===== src/rtl/iomem_gpio_bank.sv =====
// Banked GPIO peripheral on the picosoc iomem bus: per-bank output, direction,
// synchronised input and sticky edge-interrupt registers with a one-cycle ack.
module iomem_gpio_bank #(
  parameter logic [7:0] ADDR_HI = 8'h03,
  parameter int         N_BANKS = 2,
  parameter int         WIDTH   = 8
) (
  input  logic                     clk,
  input  logic                     reset,
  input  logic                     iomem_valid,
  output logic                     iomem_ready,
  input  logic [3:0]               iomem_wstrb,
  input  logic [31:0]              iomem_addr,
  input  logic [31:0]              iomem_wdata,
  output logic [31:0]              iomem_rdata,
  input  logic [N_BANKS*WIDTH-1:0] gpio_i,
  output logic [N_BANKS*WIDTH-1:0] gpio_o,
  output logic [N_BANKS*WIDTH-1:0] gpio_oe,
  output logic                     irq
);
  localparam int NW = N_BANKS * WIDTH;
  localparam logic [2:0] R_OUT  = 3'd0;
  localparam logic [2:0] R_DIR  = 3'd1;
  localparam logic [2:0] R_IN   = 3'd2;
  localparam logic [2:0] R_EN   = 3'd3;
  localparam logic [2:0] R_POL  = 3'd4;
  localparam logic [2:0] R_STAT = 3'd5;

  typedef logic [WIDTH-1:0] word_t;

  word_t         out_q  [N_BANKS];
  word_t         out_d  [N_BANKS];
  word_t         dir_q  [N_BANKS];
  word_t         dir_d  [N_BANKS];
  word_t         en_q   [N_BANKS];
  word_t         en_d   [N_BANKS];
  word_t         pol_q  [N_BANKS];
  word_t         pol_d  [N_BANKS];
  word_t         stat_q [N_BANKS];
  word_t         stat_d [N_BANKS];
  logic [NW-1:0] sync_q, in_q, prev_q;
  logic          ready_q, ready_d;
  logic          irq_q, irq_d;
  logic [31:0]   rdata_q, rdata_d;

  logic          hit_s, wr_s, sel_s;
  logic [3:0]    bank_s;
  logic [2:0]    reg_s;
  logic [31:0]   wmask32_s, rv_s, rd_s;
  word_t         wmask_s, wbits_s, edge_s, in_bank_s;

  function automatic word_t merge(input word_t old_v, input word_t bits_v, input word_t mask_v);
    return (old_v & ~mask_v) | bits_v;
  endfunction

  // Bus decode, register next-state, edge detection and read mux
  always_comb begin
    hit_s     = iomem_valid & ~ready_q & (iomem_addr[31:24] == ADDR_HI);
    wr_s      = hit_s & (iomem_wstrb != 4'b0000);
    bank_s    = {1'b0, iomem_addr[7:5]};
    reg_s     = iomem_addr[4:2];
    wmask32_s = {{8{iomem_wstrb[3]}}, {8{iomem_wstrb[2]}}, {8{iomem_wstrb[1]}}, {8{iomem_wstrb[0]}}};
    wmask_s   = wmask32_s[WIDTH-1:0];
    wbits_s   = iomem_wdata[WIDTH-1:0] & wmask_s;
    rd_s      = 32'h0000_0000;
    rv_s      = 32'h0000_0000;
    irq_d     = 1'b0;
    sel_s     = 1'b0;
    edge_s    = {WIDTH{1'b0}};
    in_bank_s = {WIDTH{1'b0}};
    for (int b = 0; b < N_BANKS; b++) begin
      in_bank_s = in_q[b*WIDTH +: WIDTH];
      // An edge is a change of IN whose new level matches the polarity bit
      edge_s    = (in_bank_s ^ prev_q[b*WIDTH +: WIDTH]) & ~(in_bank_s ^ pol_q[b]);
      sel_s     = wr_s & (bank_s == 4'(b));
      out_d[b]  = (sel_s && (reg_s == R_OUT)) ? merge(out_q[b], wbits_s, wmask_s) : out_q[b];
      dir_d[b]  = (sel_s && (reg_s == R_DIR)) ? merge(dir_q[b], wbits_s, wmask_s) : dir_q[b];
      en_d[b]   = (sel_s && (reg_s == R_EN))  ? merge(en_q[b],  wbits_s, wmask_s) : en_q[b];
      pol_d[b]  = (sel_s && (reg_s == R_POL)) ? merge(pol_q[b], wbits_s, wmask_s) : pol_q[b];
      stat_d[b] = ((sel_s && (reg_s == R_STAT)) ? (stat_q[b] & ~wbits_s) : stat_q[b]) | edge_s;
      irq_d     = irq_d | (|(stat_q[b] & en_q[b]));
      case (reg_s)
        R_OUT:   rv_s = 32'(out_q[b]);
        R_DIR:   rv_s = 32'(dir_q[b]);
        R_IN:    rv_s = 32'(in_bank_s);
        R_EN:    rv_s = 32'(en_q[b]);
        R_POL:   rv_s = 32'(pol_q[b]);
        R_STAT:  rv_s = 32'(stat_q[b]);
        default: rv_s = 32'h0000_0000;
      endcase
      rd_s = (bank_s == 4'(b)) ? rv_s : rd_s;
    end
    ready_d = hit_s;
    rdata_d = (hit_s && !wr_s) ? rd_s : 32'h0000_0000;
  end

  // State registers, input synchroniser chain and registered bus/irq outputs
  always_ff @(posedge clk or posedge reset) begin
    if (reset) begin
      for (int b = 0; b < N_BANKS; b++) begin
        out_q[b]  <= {WIDTH{1'b0}};
        dir_q[b]  <= {WIDTH{1'b0}};
        en_q[b]   <= {WIDTH{1'b0}};
        pol_q[b]  <= {WIDTH{1'b0}};
        stat_q[b] <= {WIDTH{1'b0}};
      end
      sync_q  <= {NW{1'b0}};
      in_q    <= {NW{1'b0}};
      prev_q  <= {NW{1'b0}};
      ready_q <= 1'b0;
      irq_q   <= 1'b0;
      rdata_q <= 32'h0000_0000;
    end else begin
      for (int b = 0; b < N_BANKS; b++) begin
        out_q[b]  <= out_d[b];
        dir_q[b]  <= dir_d[b];
        en_q[b]   <= en_d[b];
        pol_q[b]  <= pol_d[b];
        stat_q[b] <= stat_d[b];
      end
      sync_q  <= gpio_i;
      in_q    <= sync_q;
      prev_q  <= in_q;
      ready_q <= ready_d;
      irq_q   <= irq_d;
      rdata_q <= rdata_d;
    end
  end

  // Pack per-bank output and direction registers onto the pin buses
  always_comb begin
    gpio_o  = {NW{1'b0}};
    gpio_oe = {NW{1'b0}};
    for (int b = 0; b < N_BANKS; b++) begin
      gpio_o[b*WIDTH +: WIDTH]  = out_q[b];
      gpio_oe[b*WIDTH +: WIDTH] = dir_q[b];
    end
  end

  assign iomem_ready = ready_q;
  assign iomem_rdata = rdata_q;
  assign irq         = irq_q;

endmodule


===== config.mk =====
export PLATFORM = sky130hd
export DESIGN_NAME = iomem_gpio_bank
export DESIGN_NICKNAME = d
export VERILOG_FILES = /design/src/rtl/iomem_gpio_bank.sv
export SDC_FILE = /design/constraint.sdc
export NUM_CORES = 1
export LEC_CHECK = 0
export CAP_MARGIN = 10
export CORE_MARGIN = 1.5
export CORE_UTILIZATION = 40
export DETAILED_ROUTE_END_ITERATION = 8
export DONT_BUFFER_PORTS = 1
export GPL_ROUTABILITY_DRIVEN = 0
export GPL_TIMING_DRIVEN = 0
export PLACE_DENSITY = 0.63
export SLEW_MARGIN = 20
export SYNTH_ARGS = -nofsm -noshare
export SYNTH_HDL_FRONTEND = slang
export SYNTH_SLANG_ARGS = --single-unit

===== constraint.sdc =====
create_clock -name clk -period 7.6 [get_ports clk]
set_input_delay 1.52 -clock clk [delete_from_list [all_inputs] [get_ports clk]]
set_output_delay 1.52 -clock clk [all_outputs]
set_load 0.05 [all_outputs]

# After elaboration in Yosys (flattened, before gate mapping)
# Cells that the tools add are included.
# totals
elab_cells	87
ff_bits	162
output_inout_bits	66
inputBits	87
# classes
n_reduce_logical	17
bitwise_logic	40
mux	7
n_eq_ne	7
# op_table
operator	count
8-bit bitwise AND	15
32-bit 2-to-1 mux	3
8-bit case mux with 6 select lines	2
8-bit OR	10
8-bit inverter	4
8-bit XOR	4
8-bit 2-to-1 mux	2
8-bit OR reduction	2
1-bit logical AND	11
8-bit by 2-bit equality test with 1-bit output (second input constant)	1
3-bit by 1-bit equality test with 1-bit output (second input constant)	2
3-bit by 2-bit equality test with 1-bit output (second input constant)	2
3-bit equality test (second input constant)	2
3-bit logical NOT	2
1-bit bitwise AND	5
4-bit nonzero test	1
1-bit logical NOT	1
1-bit inverter	1
1-bit OR	1

# Longest topological paths before layout
# logic_depth
depth_word	8
mapped_depth	7

# Least setup slack after synthesis
# OpenSTA, ideal clock, no wires.
# synth_path
kind	input port to flip-flop
from	input iomem_addr[27]
to	register with a tool-made name
slack_ns	4.162
n_path_buf	1
cell_stages	5
setup_ns	0.125
arrival_time_ns	3.313
required_ns	7.475
path_cell_list	or4_4 nor4_2 nor2b_1 buf_2 mux2_2
# synth_rtl
item	line_no	text
start, declared	13	input logic [31:0] iomem_addr,

==> impl_metrics.csv <==
group,metric,value,unit
routing,route.detailed.wl_per_inst,21.7,um
layout,fin_nets,594,
floorplan,core.rowCount,44,
floorplan,start_util,0.414,
routing,dr_total_vias,3961,
hold_path,hold_depth,0,
synthesis,ys_seq_elements,138,
placed_design,place_ws,3500,ps
global_route,grt_max_degree,72,
clock_network,cts_resized,0,
critical_path,crit_path_max_fanout,10,
routing,highest_layer,"met4",
global_route,grt_pass1_vias,3941,
routing,ant_nets,0,
layout,fin_util,0.479,
clock_network,clkLatencyLatePin,430,ps
layout,num_antenna_cells,0,
layout,synthToLayoutAreaGrowth,15.6,%
placed_design,dpl.hpwl,10500,um
sta,hold_viol,0,
critical_path,arrival,3890,ps
hold_path,hold_path.class,"register to register",
routing,drc,9,
critical_path,ff2ff_setup_slack,4840,ps
sta,tns,0,ps
sta,tightest_slew,1020,ps
synthesis,synth.avg_cell_area,13.1,um^2
floorplan,die_w,126,um
sta,holdWs,346,ps
sta,slew_headroom,0.312,
routing,firstDrtPassIters,7,
synthesis,synth.top_cell.area_share,0.570,
layout,regArea,0.00345,mm^2
routing,wl_met1,6440,um
synthesis,synth_cell_types,47,
run,maxCapViolations,0,
placed_design,port_buffers,0,
critical_path,required,7910,ps
critical_path,start_kind,"primary input",
layout,layout-drive-gt1-share,0.310,
sta,rsz0062_at_grt,"no",
sta,max_freq,280,MHz
power_and_ir_drop,powerDensity,239,mW/mm^2
hold_path,whs_endpoint,"in_q[13]",
routing,met2_length,7310,um
sta,period_minus_slack,3580,ps
status,status,"finished with violations",
status,violations,"DRC",
critical_path,crit_type,"primary input to register",
placed_design,dp.cells,672,
global_route,grt_remaining_overflow,0,
sta,setup_ws,4020,ps
critical_path,crit-reg2reg-launch,"iomem_ready",
synthesis,synth_area,0.00606,mm^2
synthesis,synthArstFlopShare,1.00,
clock_network,path_clk_slew,60,ps
critical_path,r2r_cells,4,
synthesis,syn_inst,464,
routing,viasPerCell,5.63,
global_route,track_usage,0.203,
synthesis,synth_top_area_cell,"dfrtp_1",
layout,layoutNonFillerInstCount,704,
routing,drt_iter0_drc,352,
clock_network,holdBufCountCts,0,
synthesis,seq_area_frac_synth,0.570,
synthesis,synth_ff_type,"dfrtp_1",
critical_path,crit_path_end_kind,"register",
clock_network,cts.path.max_buffers,2,
floorplan,die_h,126,um
floorplan,ios,153,
routing,wl_met3,1200,um
global_route,antenna_found_initial,0,
clock_network,h-tree-depth,4,
power_and_ir_drop,peakVddDrop,0.156,mV
synthesis,synth_edf_count,0,
sta,finalSetupViolCount,0,
clock_network,cts.sinks,138,
clock_network,cts_setup_buffers,0,
global_route,grt_pass1_wl,23600,um
sta,final.setup_skew,10.4,ps
clock_network,cts-root-buf,"clkbuf_16",
synthesis,ys.warnings.count,0,
synthesis,netlist_top_cells_area,"dfrtp_1 57%, mux2_2 15%, buf_4 3.1%",
routing,wirelength,15300,um
sta,slew_violations,0,
layout,multi_input_area,0.00240,mm^2
clock_network,cts_made_buffers,17,
clock_network,cts_tree,"yes",
sta,fin_crit_sh,0.471,
layout,fill_cells,1305,
floorplan,core,0.0146,mm^2
power_and_ir_drop,p_leak,3.16,nW
hold_path,min_from,"sync_q[13]",
floorplan,fp.dieArea,0.0159,mm^2
==> synth_stat cells, types with 10 or more instances <==
| cell type | number |
|---|---|
| buf_4 | 25 |
| clkbuf_1 | 13 |
| nor2_1 | 18 |
| o21ai_0 | 14 |
| buf_1 | 10 |
| a221oi_1 | 16 |
| mux2_2 | 82 |
| a21o_1 | 14 |
| nand2_1 | 29 |
| dfrtp_1 | 138 |
| nand3_1 | 11 |
==> cell type report <==
class | instances | share of cell area
plain buffers | 50 | 0.0405
clock buffers | 18 | 0.0627
clock inverters | 14 | 0.0212
inverters | 4 | 0.00321
multi-input cells | 295 | 0.343
flip-flops and latches | 138 | 0.493
well taps | 184 | 0.0328
repair buffers | 1 | 0.00393
==> critical path, stage by stage <==
cell,delay [ps]
clkbuf_1,580
inv_1,170
nor2_1,610
nand3_1,570
mux2_2,440
==> placed cells by master (no fill, tap or decap), types with 6 or more instances in the layout <==
cell type	count
clkbuf_16	17
a21o_1	14
buf_1	10
nand4_1	9
buf_4	25
clkbuf_1	13
mux4_2	6
o21ai_0	14
mux2_2	82
nand2_1	29
conb_1	24
nor2_1	18
dfrtp_1	138
clkinvlp_4	7
a221oi_1	16
nor4_4	6
nand3_1	11
mux2i_1	9
==> kinds of logic (layout without fill, tap and decap cells) <==
group / count (synthesis) / after routing / share of synthesized area
AOI/OAI and AO/OA: 72 / 72 / 0.0861
and+or+nand+nor: 99 / 99 / 0.0991
muxes: 100 / 100 / 0.195
buffers and inverters: 54 / 87 / 0.0493
DFF: 138 / 138 / 0.570
other: 1 / 24 / 0.000619
==> how the worst max path moves through the flow <==
stage                         startpoint  slack (ps)                         end
after floorplan                    reset        2380  asynchronous set/reset pin
after global placement             reset        1070                   sync_q[9]
after detailed placement  iomem_addr[27]        3500                    register
after CTS                 iomem_addr[27]        3950                    register
after global routing       iomem_addr[3]        3850                    register
final                      iomem_addr[3]        4020                    register
==> report_power, final <==
| part | switching, mW | internal [mW] |
|---|---|---|
| sequential | 0.00893 | 0.748 |
| clock | 0.319 | 0.490 |
| combinational | 0.0782 | 0.0312 |
==> layer usage <==
layer  vias to the layer above  global-route usage
met1                      2014               0.258
met5                         -                   0
li1                       1752                   -
met4                         0              0.0879
met2                       169               0.322
met3                        26              0.0612
==> metrics by stage <==
step | power (mW) | cell area (um^2)
floorplan | 0.855 | 6150
global placement | 0.875 | 6380
detailed placement | 0.879 | 6410
CTS | 1.69 | 7000
global route | 1.74 | 7010
finish | 1.68 | 7010
(Power assumes the default switching activity.)
